<file path="config.mk">
export PLATFORM = sky130hd
export DESIGN_NAME = comp1_fifo_slave
export DESIGN_NICKNAME = d
export VERILOG_FILES = /design/src/rtl/comp1_fifo_slave_pkg.sv /design/src/rtl/comp1_fifo_slave_mem.sv /design/src/rtl/comp1_fifo_slave.sv
export SDC_FILE = /design/constraint.sdc
export NUM_CORES = 1
export LEC_CHECK = 0
export BUFFER_PORTS_ARGS = -buffer_cell sky130_fd_sc_hd__buf_2
export CAP_MARGIN = 5
export CORE_ASPECT_RATIO = 1.25
export CORE_MARGIN = 2
export CORE_UTILIZATION = 61
export CTS_CLUSTER_DIAMETER = 80
export DETAILED_ROUTE_END_ITERATION = 7
export HOLD_SLACK_MARGIN = 0.02
export PLACE_DENSITY_LB_ADDON = 0.15
export SYNTH_ARGS = -nofsm -noshare
export SYNTH_HDL_FRONTEND = slang
export SYNTH_SLANG_ARGS = --single-unit
</file>
<file path="constraint.sdc">
create_clock -name clk -period 4.93 [get_ports clk]
set_input_delay 0.2465 -clock clk [delete_from_list [all_inputs] [get_ports clk]]
set_output_delay 0.2465 -clock clk [all_outputs]
set_load 0.01 [all_outputs]
</file>
<file path="src/rtl/comp1_fifo_slave_pkg.sv">
// comp1_fifo_slave_pkg: shared FSM state type and default constants for the
// comp1 FIFO slave and its storage sub-module.
package comp1_fifo_slave_pkg;

  typedef enum logic [1:0] {
    IDLE = 2'd0,
    WAIT = 2'd1,
    RESP = 2'd2
  } comp1_fifo_slave_state_e;

  localparam int COMP1_DATA_W_DEF   = 32;
  localparam int COMP1_WAIT_CYC_MAX = 15;
  localparam int COMP1_WAIT_CNT_W   = 4;

endpackage

</file>
<file path="src/rtl/comp1_fifo_slave_mem.sv">
// comp1_fifo_slave_mem: FIFO storage with write/read pointers, an explicit
// occupancy counter and full/empty decode. The caller never asserts push and
// pop together, and only asserts them for requests that will succeed.
module comp1_fifo_slave_mem
  import comp1_fifo_slave_pkg::*;
#(
  parameter int DATA_W = COMP1_DATA_W_DEF,
  parameter int DEPTH  = 16
) (
  input  logic                     clk,
  input  logic                     rst_n,
  input  logic                     push,
  input  logic                     pop,
  input  logic [DATA_W-1:0]        wdata,
  output logic [DATA_W-1:0]        rdata,
  output logic [$clog2(DEPTH):0]   level,
  output logic                     full,
  output logic                     empty
);

  localparam int PTR_W = $clog2(DEPTH);
  localparam int LVL_W = PTR_W + 1;

  logic [DATA_W-1:0] mem_q [DEPTH];
  logic [PTR_W-1:0]  wr_ptr_q, wr_ptr_d;
  logic [PTR_W-1:0]  rd_ptr_q, rd_ptr_d;
  logic [LVL_W-1:0]  level_q, level_d;

  // Next pointer and occupancy values; pointers wrap naturally at DEPTH.
  always_comb begin
    wr_ptr_d = wr_ptr_q;
    rd_ptr_d = rd_ptr_q;
    level_d  = level_q;
    if (push) begin
      wr_ptr_d = wr_ptr_q + PTR_W'(1);
      level_d  = level_q + LVL_W'(1);
    end else if (pop) begin
      rd_ptr_d = rd_ptr_q + PTR_W'(1);
      level_d  = level_q - LVL_W'(1);
    end
  end

  // Pointer and level registers; reset empties the FIFO logically.
  always_ff @(posedge clk or negedge rst_n) begin
    if (!rst_n) begin
      wr_ptr_q <= '0;
      rd_ptr_q <= '0;
      level_q  <= '0;
    end else begin
      wr_ptr_q <= wr_ptr_d;
      rd_ptr_q <= rd_ptr_d;
      level_q  <= level_d;
    end
  end

  // Storage array is deliberately not reset; stale contents are unreachable.
  always_ff @(posedge clk) begin
    if (push) begin
      mem_q[wr_ptr_q] <= wdata;
    end
  end

  assign rdata = mem_q[rd_ptr_q];
  assign level = level_q;
  assign full  = (level_q == LVL_W'(DEPTH));
  assign empty = (level_q == '0);

endmodule

</file>
<file path="src/rtl/comp1_fifo_slave.sv">
// comp1_fifo_slave: valid/ready bus responder backed by a FIFO. Writes push,
// reads pop; overflow/underflow reported on err alongside the ready pulse.
// Optional wait states are built only when COMP1_FIFO_SLAVE_WAIT_EN is
// defined; otherwise WAIT_CYC is ignored and every request answers in 1 cycle.
module comp1_fifo_slave
  import comp1_fifo_slave_pkg::*;
#(
  parameter int DATA_W   = COMP1_DATA_W_DEF,
  parameter int DEPTH    = 16,
  parameter int WAIT_CYC = 0
) (
  input  logic                   clk,
  input  logic                   rst_n,
  input  logic                   valid,
  output logic                   ready,
  input  logic                   write,
  input  logic [DATA_W-1:0]      data_wr,
  output logic [DATA_W-1:0]      data_rd,
  output logic                   err,
  output logic [$clog2(DEPTH):0] level,
  output logic                   full,
  output logic                   empty
);

  if (DEPTH < 2 || (DEPTH & (DEPTH - 1)) != 0) begin : g_bad_depth
    $error("comp1_fifo_slave: DEPTH must be a power of two and at least 2");
  end
  if (WAIT_CYC < 0 || WAIT_CYC > COMP1_WAIT_CYC_MAX) begin : g_bad_wait_cyc
    $error("comp1_fifo_slave: WAIT_CYC out of range 0..15");
  end

  comp1_fifo_slave_state_e state_q, state_d;
  logic [DATA_W-1:0]       data_rd_q, data_rd_d;
  logic                    err_q, err_d;

  logic [DATA_W-1:0]       head_data;
  logic                    fifo_full, fifo_empty;
  logic                    commit, push, pop;

`ifdef COMP1_FIFO_SLAVE_WAIT_EN
  localparam logic [COMP1_WAIT_CNT_W-1:0] WAIT_LOAD =
    (WAIT_CYC > 0) ? COMP1_WAIT_CNT_W'(WAIT_CYC - 1) : '0;
  logic [COMP1_WAIT_CNT_W-1:0] wait_cnt_q, wait_cnt_d;
`endif

  // Next-state logic plus capture of the response on the edge entering RESP.
  always_comb begin
    state_d   = state_q;
    data_rd_d = '0;
    err_d     = 1'b0;
`ifdef COMP1_FIFO_SLAVE_WAIT_EN
    wait_cnt_d = wait_cnt_q;
`endif
    case (state_q)
      IDLE: begin
        if (valid) begin
`ifdef COMP1_FIFO_SLAVE_WAIT_EN
          if (WAIT_CYC == 0) begin
            state_d = RESP;
          end else begin
            state_d    = WAIT;
            wait_cnt_d = WAIT_LOAD;
          end
`else
          state_d = RESP;
`endif
        end
      end
`ifdef COMP1_FIFO_SLAVE_WAIT_EN
      WAIT: begin
        if (!valid) begin
          state_d = IDLE;
        end else if (wait_cnt_q == '0) begin
          state_d = RESP;
        end else begin
          wait_cnt_d = wait_cnt_q - COMP1_WAIT_CNT_W'(1);
        end
      end
`endif
      RESP:    state_d = IDLE;
      default: state_d = IDLE;
    endcase

    if (state_d == RESP && state_q != RESP) begin
      if (write) begin
        err_d = fifo_full;
      end else if (fifo_empty) begin
        err_d = 1'b1;
      end else begin
        data_rd_d = head_data;
      end
    end
  end

  // State and response registers; an in-flight request is dropped on reset.
  always_ff @(posedge clk or negedge rst_n) begin
    if (!rst_n) begin
      state_q   <= IDLE;
      data_rd_q <= '0;
      err_q     <= 1'b0;
    end else begin
      state_q   <= state_d;
      data_rd_q <= data_rd_d;
      err_q     <= err_d;
    end
  end

`ifdef COMP1_FIFO_SLAVE_WAIT_EN
  // Wait-state down-counter, loaded on leaving IDLE.
  always_ff @(posedge clk or negedge rst_n) begin
    if (!rst_n) begin
      wait_cnt_q <= '0;
    end else begin
      wait_cnt_q <= wait_cnt_d;
    end
  end
`endif

  // FIFO state only moves at the closing RESP edge of a still-valid, good request.
  assign commit = (state_q == RESP) && valid && !err_q;
  assign push   = commit && write;
  assign pop    = commit && !write;

  comp1_fifo_slave_mem #(
    .DATA_W (DATA_W),
    .DEPTH  (DEPTH)
  ) u_mem (
    .clk   (clk),
    .rst_n (rst_n),
    .push  (push),
    .pop   (pop),
    .wdata (data_wr),
    .rdata (head_data),
    .level (level),
    .full  (fifo_full),
    .empty (fifo_empty)
  );

  assign ready   = (state_q == RESP);
  assign data_rd = data_rd_q;
  assign err     = err_q;
  assign full    = fifo_full;
  assign empty   = fifo_empty;

endmodule

</file>
==> impl_metrics.py, run 1 <==
metrics = {
    "run_status": {
        "status": "finished, final reports clean",
    },
    "cts": {
        "cts_tree": "done",
        "h-tree-depth": 2,
        "clock-sinks": 560,
        "clk_pin_slew_ns": 0.06,
        "cts_made_buffers": 50,
        "post_cts_buffers": 0,
        "worstSkewPairLatency_ns": 0.57,
        "cts.path.max_buffers": 3,
        "cts_root_buf": "clkbuf_16",
    },
    "timing": {
        "drv_slew": 0,
        "finalCriticalPeriod_ns": 3.11,
        "rsz0062_at_grt": "false",
        "slew_headroom": 0.209,
        "skew_ns": 0.0174,
        "clock.fmax_mhz": 321,
        "finalCritPeriodShare": 0.631,
        "tightest_slew_ns": 1.18,
        "hold_viol_final": 0,
        "fin_setup_tns_ns": 0,
        "setup_viol": 0,
    },
    "detailed_routing": {
        "met2WireLength_um": 21100,
        "dr.pass1.iters": 5,
        "wl_um": 41600,
        "drc": 0,
        "drtIter0Drc": 848,
        "wl_per_cell_um": 28.2,
        "via_per_inst": 6.34,
        "ant_nets": 0,
        "vias": 9371,
        "wl_met1_um": 17200,
        "routed.top_layer": "met5",
        "wl_met3_um": 2210,
    },
    "critical_path": {
        "worstPathArrival_ns": 3.32,
        "cp_cell_sequence": "and4bb_1 > and2_1 > nand2_1 > nor3_2 > buf_4",
        "r2r_start": "err",
        "critPathBufInv": 1,
        "start_kind": "register",
        "end_kind": "register",
        "crit_required_ns": 5.14,
        "slowest_stage": "nor3_2",
        "crit_path_max_fanout": 22,
        "r2r_slack_ns": 1.82,
        "slowest_delay_ns": 0.74,
        "crit_type": "reg -> reg",
        "cp_top_family": "simple AND/OR/NAND/NOR gates",
        "r2r_cells": 5,
        "r2r_end": "u_mem.mem_q[1][27]",
    },
    "synth": {
        "synth.distinct_cells": 34,
        "synth_seq_cells": 560,
        "ys_warn_count": 0,
        "synth_area_per_cell_sq_um": 23.2,
        "yosysSeqAreaShare": 0.786,
        "syn_area_sq_um": 21100,
        "syn-num-nets": 953,
        "synthCells": 908,
    },
    "die": {
        "die-area_sq_um": 36100,
        "die_w_um": 170,
        "ioPinCount": 77,
        "start_util": 0.616,
        "rows": 76,
        "core_sq_um": 34200,
        "die_height_um": 212,
    },
    "layout": {
        "syn_to_final_growth_pct": 12.5,
        "drive_gt1_frac": 0.308,
        "utilization": 0.693,
        "nFillCells": 2085,
        "diodes": 0,
        "design_area_sq_um": 23700,
        "layout.cells.non_filler": 1478,
        "finalNetCount": 1055,
    },
    "global_route": {
        "grt_pass1_vias": 9861,
        "antenna_found_initial": 1,
        "grt_max_degree": 55,
        "grt_overflow": 0,
        "grt.total_usage": 0.242,
        "grt_pass1_wl_um": 62300,
    },
    "min_path": {
        "min_path_cells": 1,
        "hp-start": "data_wr[27]",
        "hold_path_end": "u_mem.mem_q[3][27]",
        "hold_path_class": "in -> reg",
    },
    "placement": {
        "dp.cells": 1385,
        "hpwl_um": 22700,
        "place_area_sq_um": 22100,
        "finalWeightedCongestion": 0.750,
        "portBuffers": 76,
    },
    "flow_run": {
        "drv_cap": 0,
    },
    "power": {
        "power.density_nw_per_um2": 479,
        "p_leak_nw": 7.78,
        "ir_drop_v": 0.000261,
    },
}
[per-layer routing]
layer | vias to the layer above | track usage
li1 | 4002 | -
met1 | 5008 | 0.340
met2 | 291 | 0.400
met3 | 68 | 0.0408
met4 | 2 | 0.0704
met5 | - | 0
[report_power, final]
part | internal (mW) | total (mW) | leakage (nW) | switching, mW
Clock | 2.26 | 3.87 | 0.807 | 1.61
Sequential | 5.27 | 5.56 | 5.24 | 0.293
Combinational | 1.06 | 1.94 | 1.73 | 0.877
Total | 8.59 | 11.4 | 7.78 | 2.78
[kinds of logic after synthesis]
| group | Yosys count | synth area share |
|---|---|---|
| flops | 560 | 0.786 |
| mux | 196 | 0.169 |
| buf+inv | 54 | 0.0132 |
| simple gates | 39 | 0.0101 |
| compound gates | 38 | 0.0112 |
| xor+xnor | 11 | 0.00457 |
| fa+ha+maj | 9 | 0.00570 |
| other cells | 1 | 0.000178 |
[worst reg2reg max path: cells and delay by family (launching register included)]
kind | cells | cell delay (ns)
and+or+nand+nor | 4 | 1.87
buffers and inverters | 1 | 0.52
DFF | 1 | 0.37
[metrics by stage]
step / worst slack [ns] / hold WS [ns] / power (mW)
finish: 1.82 / 0.0707 / 11.4
global route: 1.55 / 0.0588 / 11.8
CTS: 1.76 / 0.0377 / 11.5
detailed placement: 1.79 / 0.452 / 7.64
global placement: 1.85 / 0.447 / 7.63
floorplan: 0.921 / -0.0491 / 7.08
[layout by cell type, fill, tap and decap left out, types with 2 or more instances in the layout]
cell type / n
bufinv_16: 4
mux2i_1: 65
clkbuf_1: 13
inv_1: 5
dfrtp_4: 3
buf_2: 76
buf_4: 18
clkbuf_8: 6
buf_12: 3
xnor2_1: 8
dlygate4sd3_1: 2
dfrtp_1: 45
clkinv_2: 7
clkbuf_16: 53
mux2_2: 3
a21o_1: 2
nand2_1: 7
nor3_2: 4
xor2_1: 3
ha_1: 8
mux4_2: 128
nor2_1: 2
a21oi_1: 3
edfxtp_1: 512
o22ai_1: 32
nand2b_1: 2
nor2_4: 13
clkinv_1: 7
nand4_1: 2
[worst max path at each step]
stage | from | end | cells past startpoint
2_1_floorplan | err | u_mem.mem_q[3][0] | 6
3_3_place_gp | err | u_mem.mem_q[1][18] | 5
3_5_place_dp | state_q[0] | u_mem.mem_q[1][16] | 5
4_1_cts | state_q[0] | u_mem.mem_q[1][10] | 5
5_1_grt | state_q[0] | u_mem.mem_q[1][7] | 5
6_report | err | u_mem.mem_q[1][27] | 5
[cells in the mapped netlist]
master	count	area share
o21ai_0	1	0.00024
and4bb_1	1	0.00059
mux4_2	128	0.14
o22ai_1	32	0.0095
dfrtp_1	48	0.057
nor3_1	5	0.0012
mux2_2	3	0.0016
or4_1	2	0.00071
nor2b_1	1	0.00030
buf_2	18	0.0043
nor2_1	14	0.0025
conb_1	1	0.00018
nor2_4	1	0.00053
nand2b_1	2	0.00059
clkbuf_1	14	0.0025
and2_1	1	0.00030
xor2_1	3	0.0012
and2b_2	1	0.00042
nand4_1	2	0.00059
nand2_1	7	0.0012
buf_1	10	0.0018
inv_1	5	0.00089
fa_1	1	0.00095
ha_1	8	0.0047
or3b_4	1	0.00053
a21oi_1	3	0.00071
buf_4	3	0.0011
xnor2_1	8	0.0033
or4b_4	1	0.00065
edfxtp_1	512	0.73
buf_6	1	0.00053
a21o_1	2	0.00071
mux2i_1	65	0.031
buf_8	3	0.0021
[layout make-up]
cell class,count,area (sq um),share of cell area
inverter,5,18.8,0.000791
multi-input combinational,294,4350,0.183
clock inverter,19,189,0.00796
tap,429,537,0.0226
timing repair buffer,99,596,0.0251
clock buffer,72,1460,0.0614
sequential,560,16600,0.699
[state kept, by name, summed over array words and instances, names as in the netlist]
name            flops
u_mem.rd_ptr_q      4
u_mem.wr_ptr_q      4
u_mem.level         5
u_mem.mem_q       512
data_rd            32
state_q             2
err                 1
[what timing repair did]
item | in CTS | in global routing
hold buffers | 2 | 0
resized for setup | 0 | 0
hold endpoints to repair | 49 | 0
Power figures use the tool's default switching activity.
==> inputs of run 2 (changes only) <==
clock period = 3 ns   (was 4.93 ns; I/O delays follow)
==> impl_metrics.py, run 2 (synthesis gave the netlist of run 1 again) <==
metrics = {
    "die": {
        "start_util": 0.616,
        "ioPinCount": 77,
        "rows": 76,
        "die_height_um": 212,
        "die-area_sq_um": 36100,
        "die_w_um": 170,
        "core_sq_um": 34200,
    },
    "detailed_routing": {
        "drtIter0Drc": 882,
        "ant_nets": 0,
        "wl_per_cell_um": 28.6,
        "routed.top_layer": "met4",
        "wl_met1_um": 18000,
        "via_per_inst": 6.33,
        "wl_met3_um": 2620,
        "vias": 9779,
        "wl_um": 44200,
        "met2WireLength_um": 22700,
        "drc": 0,
        "dr.pass1.iters": 5,
    },
    "global_route": {
        "grt_pass1_vias": 10100,
        "grt_max_degree": 44,
        "grt_overflow": 0,
        "grt.total_usage": 0.255,
        "grt_pass1_wl_um": 65500,
        "antenna_found_initial": 0,
    },
    "critical_path": {
        "slowest_stage": "fa_1",
        "end_kind": "register",
        "crit_path_max_fanout": 10,
        "crit_required_ns": 3.49,
        "crit_type": "reg -> reg",
        "r2r_cells": 8,
        "slowest_delay_ns": 0.44,
        "r2r_end": "u_mem.level[4]",
        "cp_cell_sequence": "and4bb_1 > and2_1 > inv_1 > fa_1 > a21o_1 > a21oi_1 > mux2i_1 > xnor2_1",
        "critPathBufInv": 1,
        "cp_top_family": "simple AND/OR/NAND/NOR gates",
        "r2r_slack_ns": 0.50,
        "r2r_start": "state_q[0]",
        "start_kind": "register",
        "worstPathArrival_ns": 2.99,
    },
    "timing": {
        "hold_viol_final": 0,
        "tightest_slew_ns": 0.928,
        "skew_ns": 0.0200,
        "finalCritPeriodShare": 0.833,
        "drv_slew": 0,
        "slew_headroom": 0.382,
        "setup_viol": 0,
        "fin_setup_tns_ns": 0,
        "holdWs_ns": 0.258,
        "rsz0062_at_grt": "false",
        "clock.fmax_mhz": 400,
        "finalCriticalPeriod_ns": 2.50,
    },
    "layout": {
        "regMostFlops": "u_mem.mem_q",
        "layout_common_cells": "512 x edfxtp_1, 128 x mux4_2, 76 x buf_2, 65 x mux2i_1, 50 x clkbuf_16",
        "layout.cells.non_filler": 1544,
        "finalNetCount": 1118,
        "design_area_sq_um": 24400,
        "diodes": 0,
        "largest_reg_flops": 512,
        "final_common_cell": "edfxtp_1",
        "drive_gt1_frac": 0.317,
        "syn_to_final_growth_pct": 15.8,
        "utilization": 0.713,
    },
    "power": {
        "p_comb_frac": 0.191,
        "sw_frac_of_total": 0.251,
        "ir_drop_v": 0.000532,
        "p_int_mw": 14.1,
        "p_leak_nw": 8.08,
        "power.density_nw_per_um2": 773,
        "switchingPower_mw": 4.74,
        "p_seq_frac": 0.476,
        "p_clk_frac": 0.332,
    },
    "cts": {
        "cts_tree": "done",
        "h-tree-depth": 2,
        "clock-sinks": 560,
        "post_cts_buffers": 0,
        "cts_root_buf": "clkbuf_16",
        "clk_pin_slew_ns": 0.07,
        "cts.path.max_buffers": 3,
        "worstSkewPairLatency_ns": 0.58,
        "cts_made_buffers": 50,
        "cts_resized": 0,
    },
    "flow_run": {
        "drv_cap": 0,
    },
    "placement": {
        "portBuffers": 76,
        "place_area_sq_um": 22400,
        "hpwl_um": 25500,
        "dp.cells": 1414,
        "finalWeightedCongestion": 0.774,
    },
    "min_path": {
        "hold_path_class": "in -> async",
    },
    "run_status": {
        "status": "finished, final reports clean",
    },
}
[run 2: changes by cell type in the layout (fill, tap and decap cells not counted), sizes merged]
| cell | delta |
|---|---|
| clkinvlp | +2 |
| bufinv | +1 |
| inv | +3 |
| clkbuf | -5 |
| clkinv | +2 |
| dlygate4sd3 | +34 |
| buf | +29 |
[run 2: worst max-delay path by stage]
stage	start	endpoint	slack, ns	cells after the start
finish	state_q[0]	u_mem.level[4]	0.50	8
global route	state_q[0]	u_mem.level[4]	0.30	8
detailed placement	state_q[0]	u_mem.level[4]	0.54	8
floorplan	err	u_mem.mem_q[7][0]	-0.18	6
CTS	state_q[0]	u_mem.level[4]	0.49	8
global placement	state_q[0]	u_mem.level[4]	0.51	8
[run 2: per-stage QoR]
stage	worst slack [ns]	power, mW
after floorplan	-0.181	11.7
after global placement	0.507	12.8
after detailed placement	0.536	12.8
after CTS	0.492	19.1
after global routing	0.305	19.5
final	0.500	18.9
[run 2: final cells by class]
class / count / area, sq um
inverter: 5 / 18.8
sequential: 560 / 16600
fill: 2012 / 9820
timing repair buffer: 162 / 1290
multi-input combinational: 294 / 4370
clock inverter: 27 / 284
clock buffer: 67 / 1330
tap: 429 / 537
[run 2: what timing repair did]
| item | in CTS | in global routing |
|---|---|---|
| hold buffers | 36 | 0 |
| setup endpoints to repair | 0 | 0 |
| hold endpoints to repair | 543 | 0 |
[run 2: power by group through the flow]
stage               combinational [mW]  sequential [mW]  clock (mW)
finish                            3.61             8.99        6.27
global route                      3.87             9.03        6.64
CTS                               3.69             9.00        6.37
detailed placement                3.62             9.16           0
global placement                  3.60             9.16           0
floorplan                         2.71             8.94           0
[run 2: per-layer routing]
layer / up-vias / global-route usage
met3: 63 / 0.0393
li1: 4140 / -
met4: 0 / 0.0687
met2: 343 / 0.427
met5: - / 0
met1: 5233 / 0.359
==> inputs of run 3 (changes only) <==
CORE_UTILIZATION = 55   (was 61)
clock period = 2.26 ns   (was 3 ns; I/O delays follow)
==> impl_metrics.py, run 3 (synthesis gave the netlist of run 1 again) <==
metrics = {
    "layout": {
        "largest_reg_flops": 512,
        "utilization": 0.658,
        "nFillCells": 2508,
        "regMostFlops": "u_mem.mem_q",
        "drive_gt1_frac": 0.341,
        "layout_common_cells": "512 x edfxtp_1, 128 x mux4_2, 76 x buf_2, 65 x mux2i_1, 52 x clkbuf_16",
        "diodes": 0,
        "syn_to_final_growth_pct": 18.7,
        "final_common_cell": "edfxtp_1",
        "finalNetCount": 1143,
    },
    "die": {
        "ioPinCount": 77,
        "start_util": 0.554,
        "rows": 80,
        "die_w_um": 179,
        "core_sq_um": 38000,
        "die_height_um": 223,
        "die-area_sq_um": 39900,
    },
    "flow_run": {
        "drv_cap": 0,
    },
    "critical_path": {
        "critical_path_depth": 6,
        "crit_required_ns": 2.51,
        "cp_cell_sequence": "and4bb_1 > and2_4 > buf_4 > nand2_8 > nor3_4 > buf_4",
        "worstPathArrival_ns": 2.38,
        "r2r_cells": 6,
        "slowest_delay_ns": 0.39,
        "end_kind": "register",
        "cp_top_family": "simple AND/OR/NAND/NOR gates",
        "crit_type": "reg -> reg",
        "cpMostUsedCell": "buf_4",
        "crit_path_max_fanout": 10,
        "start_kind": "register",
        "critPathBufInv": 2,
        "slowest_stage": "dfrtp_1",
    },
    "power": {
        "ir_drop_v": 0.000826,
        "power.density_nw_per_um2": 1020,
        "p_leak_nw": 8.29,
        "power_mw": 25.6,
    },
    "detailed_routing": {
        "dr.pass1.iters": 5,
        "via_per_inst": 5.92,
        "wl_per_cell_um": 26.6,
        "vias": 9660,
        "ant_nets": 0,
        "drc": 0,
        "wl_um": 43500,
        "drtIter0Drc": 746,
    },
    "placement": {
        "finalWeightedCongestion": 0.735,
        "hpwl_um": 26000,
        "portBuffers": 76,
    },
    "global_route": {
        "grt_overflow": 0,
        "grt_use_met1": 0.308,
        "grt_pass1_vias": 10300,
        "busiest_layer": "met2",
        "grt_pass1_wl_um": 65500,
        "use_met3": 0.0334,
        "grt_max_degree": 39,
        "use_met2": 0.392,
        "antenna_found_initial": 0,
        "grt.total_usage": 0.228,
    },
    "timing": {
        "skew_ns": 0.0289,
        "hold_viol_final": 0,
        "clock.fmax_mhz": 470,
        "rsz0062_at_grt": "false",
        "finalCritPeriodShare": 0.941,
        "drv_slew": 0,
        "slew_headroom": 0.635,
        "setup_viol": 0,
        "finalCriticalPeriod_ns": 2.13,
        "tightest_slew_ns": 0.546,
    },
    "cts": {
        "clock-sinks": 560,
        "hold_buffers": 37,
        "post_cts_buffers": 0,
        "cts_resized": 0,
        "clk_pin_slew_ns": 0.06,
        "cts_root_buf": "clkbuf_16",
        "cts_tree": "done",
        "cts_made_buffers": 52,
        "cts.path.max_buffers": 3,
        "worstSkewPairLatency_ns": 0.58,
        "h-tree-depth": 2,
    },
    "run_status": {
        "status": "finished, final reports clean",
    },
    "min_path": {
        "hold_path_class": "in -> async",
    },
}
[run 3: cell count changes in the layout (fill, tap and decap cells not counted), sizes merged]
cell / before / now
inv: 8 / 9
dlygate4sd3: 36 / 37
clkinv: 16 / 22
clkinvlp: 3 / 4
clkbuf: 67 / 62
buf: 126 / 148
[run 3: stage by stage]
stage | worst slack (ns) | instances | cell area [sq um] | hold WS, ns | TNS [ns]
finish | 0.133 | 1633 | 25000 | 0.191 | 0
global route | 0.0293 | 1633 | 25000 | 0.188 | 0
CTS | 0.126 | 1633 | 25000 | 0.161 | 0
global placement | 0.161 | 1499 | 23000 | 0.0616 | 0
detailed placement | 0.160 | 1499 | 23000 | 0.0641 | 0
floorplan | -0.163 | 908 | 21300 | -0.183 | -20.36
[run 3: path summary, 6_finish.rpt]
| check | start | end | slack, ns |
|---|---|---|---|
| max | state_q[0] | u_mem.mem_q[3][14] | 0.13 |
| min reg2reg | u_mem.rd_ptr_q[3] | u_mem.rd_ptr_q[3] | 0.49 |
| max in group asynchronous | rst_n | u_mem.rd_ptr_q[1] | 1.06 |
| min | rst_n | data_rd[20] | 0.19 |
| max reg2reg | state_q[0] | u_mem.mem_q[3][14] | 0.13 |
| min in group clk | data_wr[19] | u_mem.mem_q[9][19] | 0.47 |
[run 3: area by class of cell]
cell class,instances,area (sq um),share of cell area
Sequential cell,560,16600,0.662
Multi-Input combinational cell,294,4440,0.177
Timing Repair Buffer,185,1680,0.0671
Clock buffer,62,1370,0.0547
Tap cell,492,616,0.0246
Clock inverter,35,328,0.0131
Inverter,5,18.8,0.000750
[run 3: report_power, final]
| group | switching (mW) | total [mW] | internal (mW) |
|---|---|---|---|
| combinational | 2.44 | 5.17 | 2.73 |
| sequential | 0.314 | 11.8 | 11.5 |
| clock | 3.71 | 8.63 | 4.92 |
| total | 6.47 | 25.6 | 19.2 |
[run 3: per-layer routing]
metal	vias up	wire, um
li1	4190	-
met1	5173	17700
met2	242	23300
met3	55	1690
met4	0	863
met5	-	0
[run 3: worst min-delay path, stage by stage]
cell and delay (ns):
dlygate4sd3_1 0.53, buf_2 0.23, buf_4 0.24
